===== src/rtl/uart_pkg.sv =====
// rtl/uart_pkg.sv - shared types and baud divider helper for the UART transmit path
package uart_pkg;

    typedef enum logic [1:0] {
        PARITY_NONE = 2'd0,
        PARITY_ODD  = 2'd1,
        PARITY_EVEN = 2'd2
    } parity_mode_e;

    typedef enum logic [2:0] {
        ST_IDLE,
        ST_START,
        ST_DATA,
        ST_PARITY,
        ST_STOP
`ifdef UART_TX_BREAK_EN
        , ST_BREAK
`endif
    } tx_state_e;

    function automatic int baud_div(input int sysclk, input int baud);
        return sysclk / baud;
    endfunction

endpackage


===== src/rtl/uart_sync_fifo.sv =====
// rtl/uart_sync_fifo.sv - synchronous write FIFO with registered flags, level and sticky overflow
module uart_sync_fifo #(
    parameter int WIDTH = 8,
    parameter int DEPTH = 8,
    parameter int LW    = $clog2(DEPTH + 1)
) (
    input  logic             clk,
    input  logic             rst,
    input  logic [WIDTH-1:0] push_data,
    input  logic             push,
    input  logic             pop,
    input  logic             overflow_clr,
    output logic [WIDTH-1:0] pop_data,
    output logic             full,
    output logic             empty,
    output logic             overflow,
    output logic [LW-1:0]    level
);

    localparam int AW = $clog2(DEPTH);

    logic [WIDTH-1:0] mem [DEPTH];
    logic [AW-1:0]    wr_ptr;
    logic [AW-1:0]    rd_ptr;
    logic             accept;
    logic             drop;
    logic [LW-1:0]    level_next;

    // A pop in the same cycle frees a slot, so a push into a full FIFO still lands.
    assign accept     = push && (!full || pop);
    assign drop       = push && full && !pop;
    assign level_next = level + LW'(accept) - LW'(pop);
    assign pop_data   = mem[rd_ptr];

    always_ff @(posedge clk) begin
        if (accept) begin
            mem[wr_ptr] <= push_data;
        end
    end

    always_ff @(posedge clk) begin
        if (rst) begin
            wr_ptr   <= '0;
            rd_ptr   <= '0;
            level    <= '0;
            full     <= 1'b0;
            empty    <= 1'b1;
            overflow <= 1'b0;
        end else begin
            if (accept) begin
                wr_ptr <= wr_ptr + 1'b1;
            end
            if (pop) begin
                rd_ptr <= rd_ptr + 1'b1;
            end
            level <= level_next;
            full  <= (level_next == LW'(DEPTH));
            empty <= (level_next == '0);
            if (drop) begin
                overflow <= 1'b1;
            end else if (overflow_clr) begin
                overflow <= 1'b0;
            end
        end
    end

endmodule


===== src/rtl/uart_tx_fifo.sv =====
// rtl/uart_tx_fifo.sv - buffered UART transmitter with parity, stop bits and CTS gating
// Optional line-break generation is enabled by defining UART_TX_BREAK_EN.
module uart_tx_fifo
    import uart_pkg::*;
#(
    parameter int SYSCLK_RATE = 100000000,
    parameter int BAUD_RATE   = 9600,
    parameter int DATA_BITS   = 8,
    parameter int PARITY_MODE = 2,
    parameter int STOP_BITS   = 2,
    parameter int FIFO_DEPTH  = 8
) (
    input  logic                              SysClk,
    input  logic                              Rst,
    input  logic [DATA_BITS-1:0]              Tx_Data,
    input  logic                              Write_En,
    input  logic                              Overflow_Clr,
    input  logic                              CTS,
`ifdef UART_TX_BREAK_EN
    input  logic                              Break_Req,
`endif
    output logic                              Tx,
    output logic                              Tx_Busy,
    output logic                              FIFO_Empty,
    output logic                              FIFO_Full,
    output logic                              FIFO_Overflow,
    output logic [$clog2(FIFO_DEPTH+1)-1:0]   Fill_Level
);

    localparam int DIV        = baud_div(SYSCLK_RATE, BAUD_RATE);
    localparam int CW         = $clog2(DIV);
    localparam int BW         = $clog2(DATA_BITS + 1);
    localparam bit HAS_PARITY = (PARITY_MODE != int'(PARITY_NONE));
    localparam bit EVEN       = (PARITY_MODE == int'(PARITY_EVEN));

    tx_state_e            state;
    tx_state_e            state_next;
    logic [CW-1:0]        cnt;
    logic [CW-1:0]        cnt_next;
    logic [BW-1:0]        bit_idx;
    logic [BW-1:0]        bit_next;
    logic [DATA_BITS-1:0] shreg;
    logic [DATA_BITS-1:0] fifo_data;
    logic                 par_bit;
    logic                 cts_m;
    logic                 cts_s;
    logic                 bit_end;
    logic                 can_start;
    logic                 launch;
    logic                 pop;
`ifdef UART_TX_BREAK_EN
    logic                 break_rel;
    logic                 rel_next;
`endif

    uart_sync_fifo #(
        .WIDTH (DATA_BITS),
        .DEPTH (FIFO_DEPTH)
    ) u_fifo (
        .clk          (SysClk),
        .rst          (Rst),
        .push_data    (Tx_Data),
        .push         (Write_En),
        .pop          (pop),
        .overflow_clr (Overflow_Clr),
        .pop_data     (fifo_data),
        .full         (FIFO_Full),
        .empty        (FIFO_Empty),
        .overflow     (FIFO_Overflow),
        .level        (Fill_Level)
    );

    always_ff @(posedge SysClk) begin
        if (Rst) begin
            cts_m <= 1'b0;
            cts_s <= 1'b0;
        end else begin
            cts_m <= CTS;
            cts_s <= cts_m;
        end
    end

    assign bit_end   = (cnt == CW'(DIV - 1));
    assign can_start = !FIFO_Empty && cts_s;

    always_comb begin
        state_next = state;
        cnt_next   = bit_end ? '0 : cnt + 1'b1;
        bit_next   = bit_idx;
        pop        = 1'b0;
        launch     = 1'b0;
`ifdef UART_TX_BREAK_EN
        rel_next   = break_rel;
`endif
        case (state)
            ST_IDLE: begin
                launch = 1'b1;
            end
            ST_START: begin
                if (bit_end) begin
                    state_next = ST_DATA;
                    bit_next   = '0;
                end
            end
            ST_DATA: begin
                if (bit_end) begin
                    if (bit_idx == BW'(DATA_BITS - 1)) begin
                        bit_next   = '0;
                        state_next = HAS_PARITY ? ST_PARITY : ST_STOP;
                    end else begin
                        bit_next = bit_idx + 1'b1;
                    end
                end
            end
            ST_PARITY: begin
                if (bit_end) begin
                    state_next = ST_STOP;
                    bit_next   = '0;
                end
            end
            ST_STOP: begin
                if (bit_end) begin
                    if (bit_idx == BW'(STOP_BITS - 1)) begin
                        launch = 1'b1;
                    end else begin
                        bit_next = bit_idx + 1'b1;
                    end
                end
            end
`ifdef UART_TX_BREAK_EN
            // Line held low until release, then one idle bit time before the next launch.
            ST_BREAK: begin
                if (!break_rel) begin
                    cnt_next = '0;
                    if (!Break_Req) begin
                        rel_next = 1'b1;
                    end
                end else if (bit_end) begin
                    launch = 1'b1;
                end
            end
`endif
            default: begin
                state_next = ST_IDLE;
            end
        endcase

        if (launch) begin
            cnt_next = '0;
            bit_next = '0;
`ifdef UART_TX_BREAK_EN
            rel_next = 1'b0;
            if (Break_Req) begin
                state_next = ST_BREAK;
            end else
`endif
            if (can_start) begin
                pop        = 1'b1;
                state_next = ST_START;
            end else begin
                state_next = ST_IDLE;
            end
        end
    end

    always_ff @(posedge SysClk) begin
        if (Rst) begin
            state     <= ST_IDLE;
            cnt       <= '0;
            bit_idx   <= '0;
`ifdef UART_TX_BREAK_EN
            break_rel <= 1'b0;
`endif
        end else begin
            state     <= state_next;
            cnt       <= cnt_next;
            bit_idx   <= bit_next;
`ifdef UART_TX_BREAK_EN
            break_rel <= rel_next;
`endif
        end
    end

    always_ff @(posedge SysClk) begin
        if (Rst) begin
            shreg   <= '0;
            par_bit <= 1'b0;
        end else if (pop) begin
            shreg   <= fifo_data;
            par_bit <= EVEN ? ^fifo_data : ~^fifo_data;
        end else if (state == ST_DATA && bit_end) begin
            shreg   <= shreg >> 1;
        end
    end

    // Line and busy are registered from the current state so they stay aligned.
    always_ff @(posedge SysClk) begin
        if (Rst) begin
            Tx      <= 1'b1;
            Tx_Busy <= 1'b0;
        end else begin
            Tx_Busy <= (state != ST_IDLE);
            case (state)
                ST_START:  Tx <= 1'b0;
                ST_DATA:   Tx <= shreg[0];
                ST_PARITY: Tx <= par_bit;
`ifdef UART_TX_BREAK_EN
                ST_BREAK:  Tx <= break_rel;
`endif
                default:   Tx <= 1'b1;
            endcase
        end
    end

endmodule


===== config.mk =====
export PLATFORM = sky130hd
export DESIGN_NAME = uart_tx_fifo
export DESIGN_NICKNAME = d
export VERILOG_FILES = /design/src/rtl/uart_pkg.sv /design/src/rtl/uart_sync_fifo.sv /design/src/rtl/uart_tx_fifo.sv
export SDC_FILE = /design/constraint.sdc
export NUM_CORES = 1
export LEC_CHECK = 0
export BUFFER_PORTS_ARGS = -buffer_cell sky130_fd_sc_hd__buf_2
export CAP_MARGIN = 20
export CELL_PAD_IN_SITES_DETAIL_PLACEMENT = 1
export CELL_PAD_IN_SITES_GLOBAL_PLACEMENT = 2
export CORE_UTILIZATION = 45
export CTS_BUF_LIST = sky130_fd_sc_hd__clkbuf_8
export DETAILED_ROUTE_END_ITERATION = 12
export PLACE_DENSITY_LB_ADDON = 0.1
export SYNTH_ARGS = -nofsm -noshare
export SYNTH_HDL_FRONTEND = slang
export SYNTH_SLANG_ARGS = --single-unit

===== constraint.sdc =====
create_clock -name SysClk -period 3.3 [get_ports SysClk]
set_input_delay 0.66 -clock SysClk [delete_from_list [all_inputs] [get_ports SysClk]]
set_output_delay 0.66 -clock SysClk [all_outputs]
set_load 0.005 [all_outputs]

==> qor.txt, run 1 <==
outcome -> complete, no violations
first-pass GRT wire length -> 15800 um
wire per inst -> 17.3 um
FILL cells -> 1066
min cycle time layout -> 3.00 ns
commonest non-fill, non-tap cell in the layout -> edfxtp_1
Ports -> 22
final worst slack -> 0.297 ns
clock skew -> 0.0147 ns
hold slack -> 0.432 ns
vias in the first global route -> 3077
clock-pin slew on the worst setup and hold paths -> 0.07 ns
Die X -> 106 um
First DRT Iteration DRCs -> 98
Final nets -> 427
# hold bufs at CTS -> 0
number of detailed-route iterations in the first pass -> 4
hold depth -> 2
hold crit path type -> in -> reg
Initial Util -> 46.8%
MaxCap Viol Count -> 0
remaining antenna violation count -> 0
launch point of the worst reg-to-reg path -> bit_idx[0]$_SDFFE_PP0P_
post-synthesis sequential area ratio -> 59.7%
Worst Path Required -> 3.64 ns
CTS tree -> yes
number of synthesized flops with an enable pin -> 64
data arrival time of the worst path -> 3.34 ns
Remaining Overflow, GRT -> 0
Antenna Cells -> 0
detailed-route DRC error count -> 0
largest net degree at the start of global routing -> 37
static leakage -> 1.99 nW
Pwr Density -> 625 mW/mm^2
routed vias -> 2958
capturing point of the worst reg2reg path -> u_fifo.empty$_SDFF_PP1_
area leader, netlist -> edfxtp_1
fin area -> 0.00553 mm^2
CP max-delay cell -> or3b_2
unrepaired setup endpoints after global routing -> false
VDD IR max -> 361 uV
Placer Congestion -> 0.750
DP Wirelength -> 6340 um
R2R depth -> 12
post-DR vias/cell -> 5.35
Skew-Pair Late Insertion Delay -> 0.45 ns
final std cells w/o fill -> 553
die footprint -> 0.0113 mm^2
Placed Instance Area -> 0.00516 mm^2
worst-margin pin slew -> 0.708 ns
Period Utilization, post-route -> 91.0%
Place WS -> 0.297 ns
Clock Tree Root -> clkbuf_8
max-slew violations -> 0
Mapped Area -> 0.00490 mm^2
hold wc startpoint -> CTS
gr usage total -> 19.2%
ys flop type -> edfxtp_1
net count of the mapped netlist -> 389
Max Fclk -> 0.333 GHz
Yosys reg bits -> 114
Mapped Cells -> 366
Die Y -> 106 um
Post-CTS Setup Bufs -> 0
H-Tree Level Count -> 4
clock sink total -> 114
FF-to-FF setup slack -> 0.30 ns
critical path's largest stage delay -> 0.47 ns
Slew HR -> 52.7%
share of the synthesized area in the top cell type -> 39.2%
I/O Buffers -> 21
Worst Hold End -> cts_m$_SDFF_PP0_
Resize count post-CTS -> 0
WL final -> 9560 um
cell mode on critical path -> ha_1
ratio of cells with drive above 1 in the final layout -> 17.5%
Setup TNS -> 0 ns
fraction of registers with async set/reset -> 0%
top cells by area, synth -> edfxtp_1, dfxtp_1, mux4_1
area grow syn2layout -> 12.8%
final setup fails -> 0
Longest Clk Path Bufs -> 2
Synth Warn # -> 0
average size of a mapped cell -> 13.4 um^2
total CTS buffers -> 17
CP Class -> reg -> reg
ordered list of cells on the worst path -> ha_1 > or3b_2 > o21ai_1 > nand2_1 > buf_4 > a21boi_1 > ha_1 > inv_1 > fa_1 > xor2_1 > and3b_1 > o21a_1
most frequent cells in the layout -> edfxtp_1, dfxtp_1, nor2_1
crit start category -> register
antenna violations before repair -> 0
# placed instances -> 521
Final Hold Fails -> 0
endpoint class of the critical path -> register
core area -> 0.0105 mm^2
post-synth cell types -> 49
Crit Path Max Fanout -> 11
num rows -> 37
[routing by layer]
layer	wire length (um)	track usage (%)	vias to the layer above
li1	-	-	1437
met1	4550	23.6	1468
met2	4580	30.8	39
met3	272	6.44	14
met4	160	8.63	0
met5	0	0	-
[area by class of cell]
type / instances / area, um^2 / area share, %
timing repair buffer: 34 / 203 / 3.67
sequential: 114 / 2920 / 52.9
multi-input combinational: 224 / 1820 / 32.8
inverter: 13 / 48.8 / 0.883
clock inverter: 15 / 135 / 2.44
tap: 136 / 170 / 3.08
clock buffer: 17 / 234 / 4.23
[cells by family after synthesis]
| group | after synthesis | share of synthesized area [%] |
|---|---|---|
| AO/OA/AOI/OAI | 43 | 5.87 |
| XOR/XNOR | 27 | 4.98 |
| adder cells (fa/ha/maj) | 10 | 2.71 |
| buffers and inverters | 28 | 3.29 |
| flip-flops | 114 | 59.7 |
| multiplexers | 30 | 11.6 |
| AND/OR/NAND/NOR | 114 | 11.9 |
[critical path, delay by kind of cell, from the launching register on]
kind | cells | cell delay [ns]
DFF | 1 | 0.40
AOI/OAI and AO/OA | 3 | 0.60
xor gates and xnor gates | 1 | 0.16
buffers and inverters | 2 | 0.26
adders and majority gates | 3 | 0.73
and+or+nand+nor | 3 | 0.74
[flip-flops by register name, indices dropped and copies added, names as in the netlist, 3 cells and up, named ones only]
register / flops
u_fifo.mem: 64
state: 3
bit_idx: 4
cnt: 14
u_fifo.wr_ptr: 3
u_fifo.rd_ptr: 3
shreg: 8
u_fifo.level: 4
[synthesized netlist by cell type, drive strengths merged, types with 9 or more instances]
master  instances
a211oi         10
a21oi          12
dfxtp          50
edfxtp         64
ha              9
inv            13
mux2i          11
mux4           16
nand2          16
nor2           40
nor2b          11
nor3           11
xnor2          14
xor2           13
[how the worst max path moves through the flow]
stage / start / end / slack [ns] / cells after the start
global placement: bit_idx[0]$_SDFFE_PP0P_ / u_fifo.empty$_SDFF_PP1_ / 0.36 / 12
floorplan: cnt[0]$_SDFF_PP0_ / u_fifo.empty$_SDFF_PP1_ / 0.37 / 15
CTS: cnt[0]$_SDFF_PP0_ / u_fifo.empty$_SDFF_PP1_ / 0.27 / 13
detailed placement: cnt[0]$_SDFF_PP0_ / u_fifo.empty$_SDFF_PP1_ / 0.30 / 13
global route: cnt[0]$_SDFF_PP0_ / u_fifo.full$_SDFF_PP0_ / 0.04 / 13
finish: bit_idx[0]$_SDFFE_PP0P_ / u_fifo.empty$_SDFF_PP1_ / 0.30 / 12
[report_power, final]
group / internal, W / leakage (nW) / switching, W
Sequential: 0.00161 / 0.987 / 0.0000711
Clock: 0.000599 / 0.177 / 0.000619
Combinational: 0.000266 / 0.827 / 0.000285
[stage by stage]
| stage | total power (W) | utilization (%) |
|---|---|---|
| after floorplan | 0.00210 | - |
| after global placement | 0.00226 | 49.3 |
| after detailed placement | 0.00228 | 49.3 |
| after CTS | 0.00350 | 52.8 |
| after global routing | 0.00363 | 52.8 |
| final | 0.00345 | 52.8 |
Power figures use the tool's default switching activity.
==> run 2: changes to the inputs <==
- HOLD_SLACK_MARGIN: unset -> 0.02
- MAX_ROUTING_LAYER: unset -> met4
==> qor.txt, run 2 (synthesized netlist as in run 1, its figures left out) <==
outcome -> complete, no violations
Final Hold Fails -> 0 (unchanged)
Resize count post-CTS -> 0 (unchanged)
cell mode on critical path -> ha_1
largest register by flop count -> u_fifo.mem
Setup crit end -> u_fifo.empty$_SDFF_PP1_
routed vias -> 2968 (+0.34%)
Longest Clk Path Bufs -> 2 (unchanged)
Ports -> 22 (unchanged)
multi-input logic area -> 0.00182 mm^2 (unchanged)
hold crit path type -> in -> reg
First DRT Iteration DRCs -> 94 (-4.1%)
# placed instances -> 521 (unchanged)
FILL cells -> 1066 (unchanged)
Combinational Power Share -> 16.0% (about the same)
data arrival time of the worst path -> 3.34 ns (about the same)
post-DR vias/cell -> 5.37 (+0.34%)
total CTS buffers -> 17 (unchanged)
critical path's largest stage delay -> 0.47 ns (about the same)
# hold bufs at CTS -> 0 (unchanged)
Final Util -> 52.8% (unchanged)
ordered list of cells on the worst path -> ha_1 > or3b_2 > o21ai_1 > nand2_1 > buf_4 > a21boi_1 > ha_1 > inv_1 > fa_1 > xor2_1 > and3b_1 > o21a_1
CP Class -> reg -> reg
CTS tree -> yes
die footprint -> 0.0113 mm^2 (unchanged)
I/O Buffers -> 21 (unchanged)
H-Tree Level Count -> 4 (unchanged)
Clock Tree Root -> clkbuf_8
Setup TNS -> 0 ns (unchanged)
Crit Path Max Fanout -> 11 (unchanged)
Remaining Overflow, GRT -> 0 (unchanged)
unrepaired setup endpoints after global routing -> false
number of flip-flops in the largest register -> 64 (unchanged)
Die X -> 106 um (unchanged)
MaxCap Viol Count -> 0 (unchanged)
critical path buffer and inverter count -> 2 (unchanged)
clock sink total -> 114 (unchanged)
gr usage total -> 19.8% (+0.60 points)
WL final -> 9600 um (+0.41%)
CP delay by family, top -> simple AND/OR/NAND/NOR gates
Post-CTS Setup Bufs -> 0 (unchanged)
Max Fclk -> 0.333 GHz (+0.11%)
Worst path depth -> 12 (unchanged)
sequential power share -> 48.8% (about the same)
commonest non-fill, non-tap cell in the layout -> edfxtp_1
max-slew violations -> 0 (unchanged)
Final nets -> 427 (unchanged)
ratio of cells with drive above 1 in the final layout -> 17.5% (unchanged)
core area -> 0.0105 mm^2 (unchanged)
clock skew -> 0.0147 ns (-0.0000239 ns)
final std cells w/o fill -> 553 (unchanged)
Antenna Cells -> 0 (unchanged)
num rows -> 37 (unchanged)
internal power -> 0.00248 W (about the same)
remaining antenna violation count -> 0 (unchanged)
Initial Util -> 46.8% (unchanged)
clock group share of total power -> 35.3% (about the same)
number of detailed-route iterations in the first pass -> 4 (unchanged)
FF-to-FF setup slack -> 0.30 ns (about the same)
Placer Congestion -> 0.760 (+1.3%)
Period Utilization, post-route -> 90.9% (-0.10 points)
Pwr Density -> 624 mW/mm^2 (about the same)
wire per inst -> 17.4 um (+0.41%)
area grow syn2layout -> 12.8% (unchanged)
switch share -> 28.2% (-0.029 points)
capturing point of the worst reg2reg path -> u_fifo.empty$_SDFF_PP1_
register area -> 0.00292 mm^2 (unchanged)
DP Wirelength -> 6340 um (unchanged)
largest net degree at the start of global routing -> 37 (unchanged)
Slew HR -> 52.4% (-0.35 points)
R2R depth -> 12 (unchanged)
CP max-delay cell -> or3b_2
static leakage -> 1.99 nW (unchanged)
final setup fails -> 0 (unchanged)
first-pass GRT wire length -> 15800 um (about the same)
Top Registers -> u_fifo.mem x64, cnt x14, shreg x8
detailed-route DRC error count -> 0 (unchanged)
antenna violations before repair -> 0 (unchanged)
most frequent cells in the layout -> edfxtp_1, dfxtp_1, nor2_1
Switching Power -> 0.000974 W (-0.14%)
endpoint class of the critical path -> register
worst-margin pin slew -> 0.713 ns (+0.00525 ns)
clock-pin slew on the worst setup and hold paths -> 0.07 ns (about the same)
Skew-Pair Late Insertion Delay -> 0.45 ns (about the same)
Worst Path Required -> 3.64 ns (about the same)
critical path launch point -> bit_idx[0]$_SDFFE_PP0P_
launch point of the worst reg-to-reg path -> bit_idx[0]$_SDFFE_PP0P_
min cycle time layout -> 3.00 ns (-0.00329 ns)
Die Y -> 106 um (unchanged)
crit start category -> register
VDD IR max -> 362 uV (+0.33%)
vias in the first global route -> 3073 (-0.13%)
run 2: cell counts in the layout (fill, tap and decap cells not counted):
No cell type changed its count.
run 2: per-layer routing:
layer  vias to the layer above  wire, um  share of wire, %  track usage, %
met4                         0       108               1.1            8.63
met3                         9       249               2.6            6.62
li1                       1438         -                 -               -
met1                      1480      4570                48            23.7
met2                        41      4670                49            30.6
met5                         -         0                 0               -
run 2: worst min-delay path by stage:
stage	from	end	slack [ns]	cells after the start
after floorplan	cnt[0]$_SDFF_PP0_	cnt[0]$_SDFF_PP0_	0.41	1
after global placement	cnt[0]$_SDFF_PP0_	cnt[0]$_SDFF_PP0_	0.42	1
after detailed placement	cnt[0]$_SDFF_PP0_	cnt[0]$_SDFF_PP0_	0.44	1
after CTS	CTS	cts_m$_SDFF_PP0_	0.41	2
after global routing	CTS	cts_m$_SDFF_PP0_	0.40	2
final	CTS	cts_m$_SDFF_PP0_	0.43	2
run 2: area by class of cell:
class	count	area share (%)
clock buffer	17	4.23
clock inverter	15	2.44
inverter	13	0.883
multi-input combinational	224	32.8
sequential	114	52.9
tap	136	3.08
timing repair buffer	34	3.67
run 2: power groups by stage:
stage | Combinational (W) | Clock [W] | Sequential (W)
floorplan | 0.000403 | 0 | 0.00169
global placement | 0.000549 | 0 | 0.00171
detailed placement | 0.000561 | 0 | 0.00172
CTS | 0.000563 | 0.00125 | 0.00169
global route | 0.000616 | 0.00132 | 0.00170
finish | 0.000551 | 0.00122 | 0.00168
run 2: stage by stage:
step	hold slack, ns	area [um^2]	total power [W]	setup slack (ns)
floorplan	0.413	4900	0.00210	0.371
global placement	0.423	5160	0.00226	0.359
detailed placement	0.440	5160	0.00228	0.297
CTS	0.409	5530	0.00350	0.268
global route	0.400	5530	0.00363	0.0402
finish	0.434	5530	0.00345	0.300
==> run 3: changes to the inputs <==
- CTS_BUF_LIST: sky130_fd_sc_hd__clkbuf_8 -> sky130_fd_sc_hd__clkbuf_2
==> qor.txt, run 3 (synthesized netlist as in run 1, its figures left out) <==
Longest Clk Path Bufs -> 2 (unchanged)
Die X -> 106 um (unchanged)
remaining antenna violation count -> 0 (unchanged)
core area -> 0.0105 mm^2 (unchanged)
hold depth -> 2 (unchanged)
# placed instances -> 521 (unchanged)
unrepaired setup endpoints after global routing -> false
Pwr Density -> 574 mW/mm^2 (-8.1%)
Place WS -> 0.297 ns (unchanged)
Clock Tree Root -> clkbuf_2
clock sink total -> 114 (unchanged)
launch point of the worst reg-to-reg path -> bit_idx[0]$_SDFFE_PP0P_
Remaining Overflow, GRT -> 0 (unchanged)
endpoint class of the critical path -> register
capturing point of the worst reg2reg path -> u_fifo.empty$_SDFF_PP1_
Placer Congestion -> 0.760 (unchanged)
Top Registers -> u_fifo.mem x64, cnt x14, shreg x8
static leakage -> 1.94 nW (-2.6%)
post-DR vias/cell -> 5.31 (-1.0%)
crit start category -> register
DR WL met3 -> 272 um (+9.2%)
outcome -> complete, no violations
clock-pin slew on the worst setup and hold paths -> 0.18 ns (+0.11 ns)
FF-to-FF setup slack -> 0.29 ns (about the same)
Post-Route M1 WL -> 4510 um (-1.2%)
Period Utilization, post-route -> 91.2% (+0.30 points)
Final nets -> 427 (unchanged)
# hold bufs at CTS -> 0 (unchanged)
commonest non-fill, non-tap cell in the layout -> edfxtp_1
Setup TNS -> 0 ns (unchanged)
hold wc startpoint -> CTS
R2R depth -> 12 (unchanged)
MaxCap Viol Count -> 0 (unchanged)
number of flip-flops in the largest register -> 64 (unchanged)
FILL cells -> 1079 (+1.2%)
Die Y -> 106 um (unchanged)
critical path launch point -> bit_idx[0]$_SDFFE_PP0P_
overall power -> 0.00309 W (-11%)
Initial Util -> 46.8% (unchanged)
I/O Buffers -> 21 (unchanged)
Resize count post-CTS -> 0 (unchanged)
number of detailed-route iterations in the first pass -> 4 (unchanged)
gr usage total -> 19.4% (-0.44 points)
met2 wire len -> 4580 um (-2.1%)
worst-margin pin slew -> 0.721 ns (+0.00732 ns)
Setup crit end -> u_fifo.empty$_SDFF_PP1_
First DRT Iteration DRCs -> 106 (+13%)
antenna violations before repair -> 1 (+1)
Skew-Pair Late Insertion Delay -> 0.70 ns (+0.25 ns)
detailed-route DRC error count -> 0 (unchanged)
hold crit path type -> in -> reg
Crit Path Max Fanout -> 11 (unchanged)
die footprint -> 0.0113 mm^2 (unchanged)
routed vias -> 2943 (-0.84%)
largest register by flop count -> u_fifo.mem
final std cells w/o fill -> 554 (+0.18%)
final setup fails -> 0 (unchanged)
wire per inst -> 17.1 um (-1.4%)
total CTS buffers -> 17 (unchanged)
most frequent cells in the layout -> edfxtp_1, dfxtp_1, nor2_1
min cycle time layout -> 3.01 ns (+0.00990 ns)
Max Fclk -> 0.332 GHz (-0.33%)
vias in the first global route -> 3047 (-0.85%)
clock skew -> 0.0438 ns (+0.0291 ns)
data arrival time of the worst path -> 3.61 ns (+0.27 ns)
CP Class -> reg -> reg
ratio of cells with drive above 1 in the final layout -> 17.5% (unchanged)
final worst slack -> 0.290 ns (-0.00990 ns)
num rows -> 37 (unchanged)
WL final -> 9480 um (-1.2%)
first-pass GRT wire length -> 15500 um (-1.7%)
Post-CTS Setup Bufs -> 0 (unchanged)
Slew HR -> 51.9% (-0.49 points)
Max Used Layer -> met4
DP Wirelength -> 6340 um (unchanged)
H-Tree Level Count -> 4 (unchanged)
max-slew violations -> 0 (unchanged)
area grow syn2layout -> 9.86%
CTS tree -> yes
Ports -> 22 (unchanged)
Final Hold Fails -> 0 (unchanged)
Worst Path Required -> 3.90 ns (+0.26 ns)
VDD IR max -> 498 uV (+38%)
largest net degree at the start of global routing -> 37 (unchanged)
## run 3: changes by cell type in the layout (fill, tap and decap cells not counted)
cell      previous run  this run
diode_2              0         1
clkbuf_8            17         0
clkbuf_2             0        17
## run 3: worst max-delay path, cell delays in order (launching register included)
cell      delay, ns
dfxtp_1        0.44
ha_1           0.16
or3b_2         0.47
o21ai_1        0.22
nand2_1        0.10
buf_4          0.20
a21boi_1       0.21
ha_1           0.20
inv_1          0.06
fa_1           0.37
xor2_1         0.16
and3b_1        0.17
o21a_1         0.16
## run 3: per-stage QoR
| stage | instance area (um^2) | hold slack, ns | utilization [%] |
|---|---|---|---|
| 4_1_cts | 5380 | 0.123 | 51.4 |
| 3_3_place_gp | 5160 | 0.423 | 49.3 |
| 6_report | 5380 | 0.186 | 51.4 |
| 2_1_floorplan | 4900 | 0.413 | - |
| 3_5_place_dp | 5160 | 0.440 | 49.3 |
| 5_1_grt | 5380 | 0.0945 | 51.4 |
## run 3: final cells by class
| cell class | instances | area [um^2] | share of cell area [%] |
|---|---|---|---|
| multi-input cells | 224 | 1820 | 33.7 |
| inverters | 13 | 48.8 | 0.907 |
| flip-flops and latches | 114 | 2920 | 54.3 |
| repair buffers | 34 | 203 | 3.77 |
| diodes | 1 | 2.50 | 0.0465 |
| well taps | 136 | 170 | 3.16 |
| clock buffers | 17 | 85.1 | 1.58 |
| clock inverters | 15 | 135 | 2.51 |
## run 3: metal layers
metal,vias to the layer above,global-route usage (%)
met1,1450,23.2
met4,0,8.33
met3,10,5.70
li1,1443,-
met2,40,30.6
met5,-,-
## run 3: power breakdown
group,switching (W),internal (W)
Combinational,0.000284,0.000266
Sequential,0.0000710,0.00161
Clock,0.000576,0.000277
## run 3: worst min-delay path by stage
stage | endpoint | slack (ns)
finish | cts_m$_SDFF_PP0_ | 0.19
global placement | cnt[0]$_SDFF_PP0_ | 0.42
CTS | cts_m$_SDFF_PP0_ | 0.12
detailed placement | cnt[0]$_SDFF_PP0_ | 0.44
global route | cts_m$_SDFF_PP0_ | 0.09
floorplan | cnt[0]$_SDFF_PP0_ | 0.41
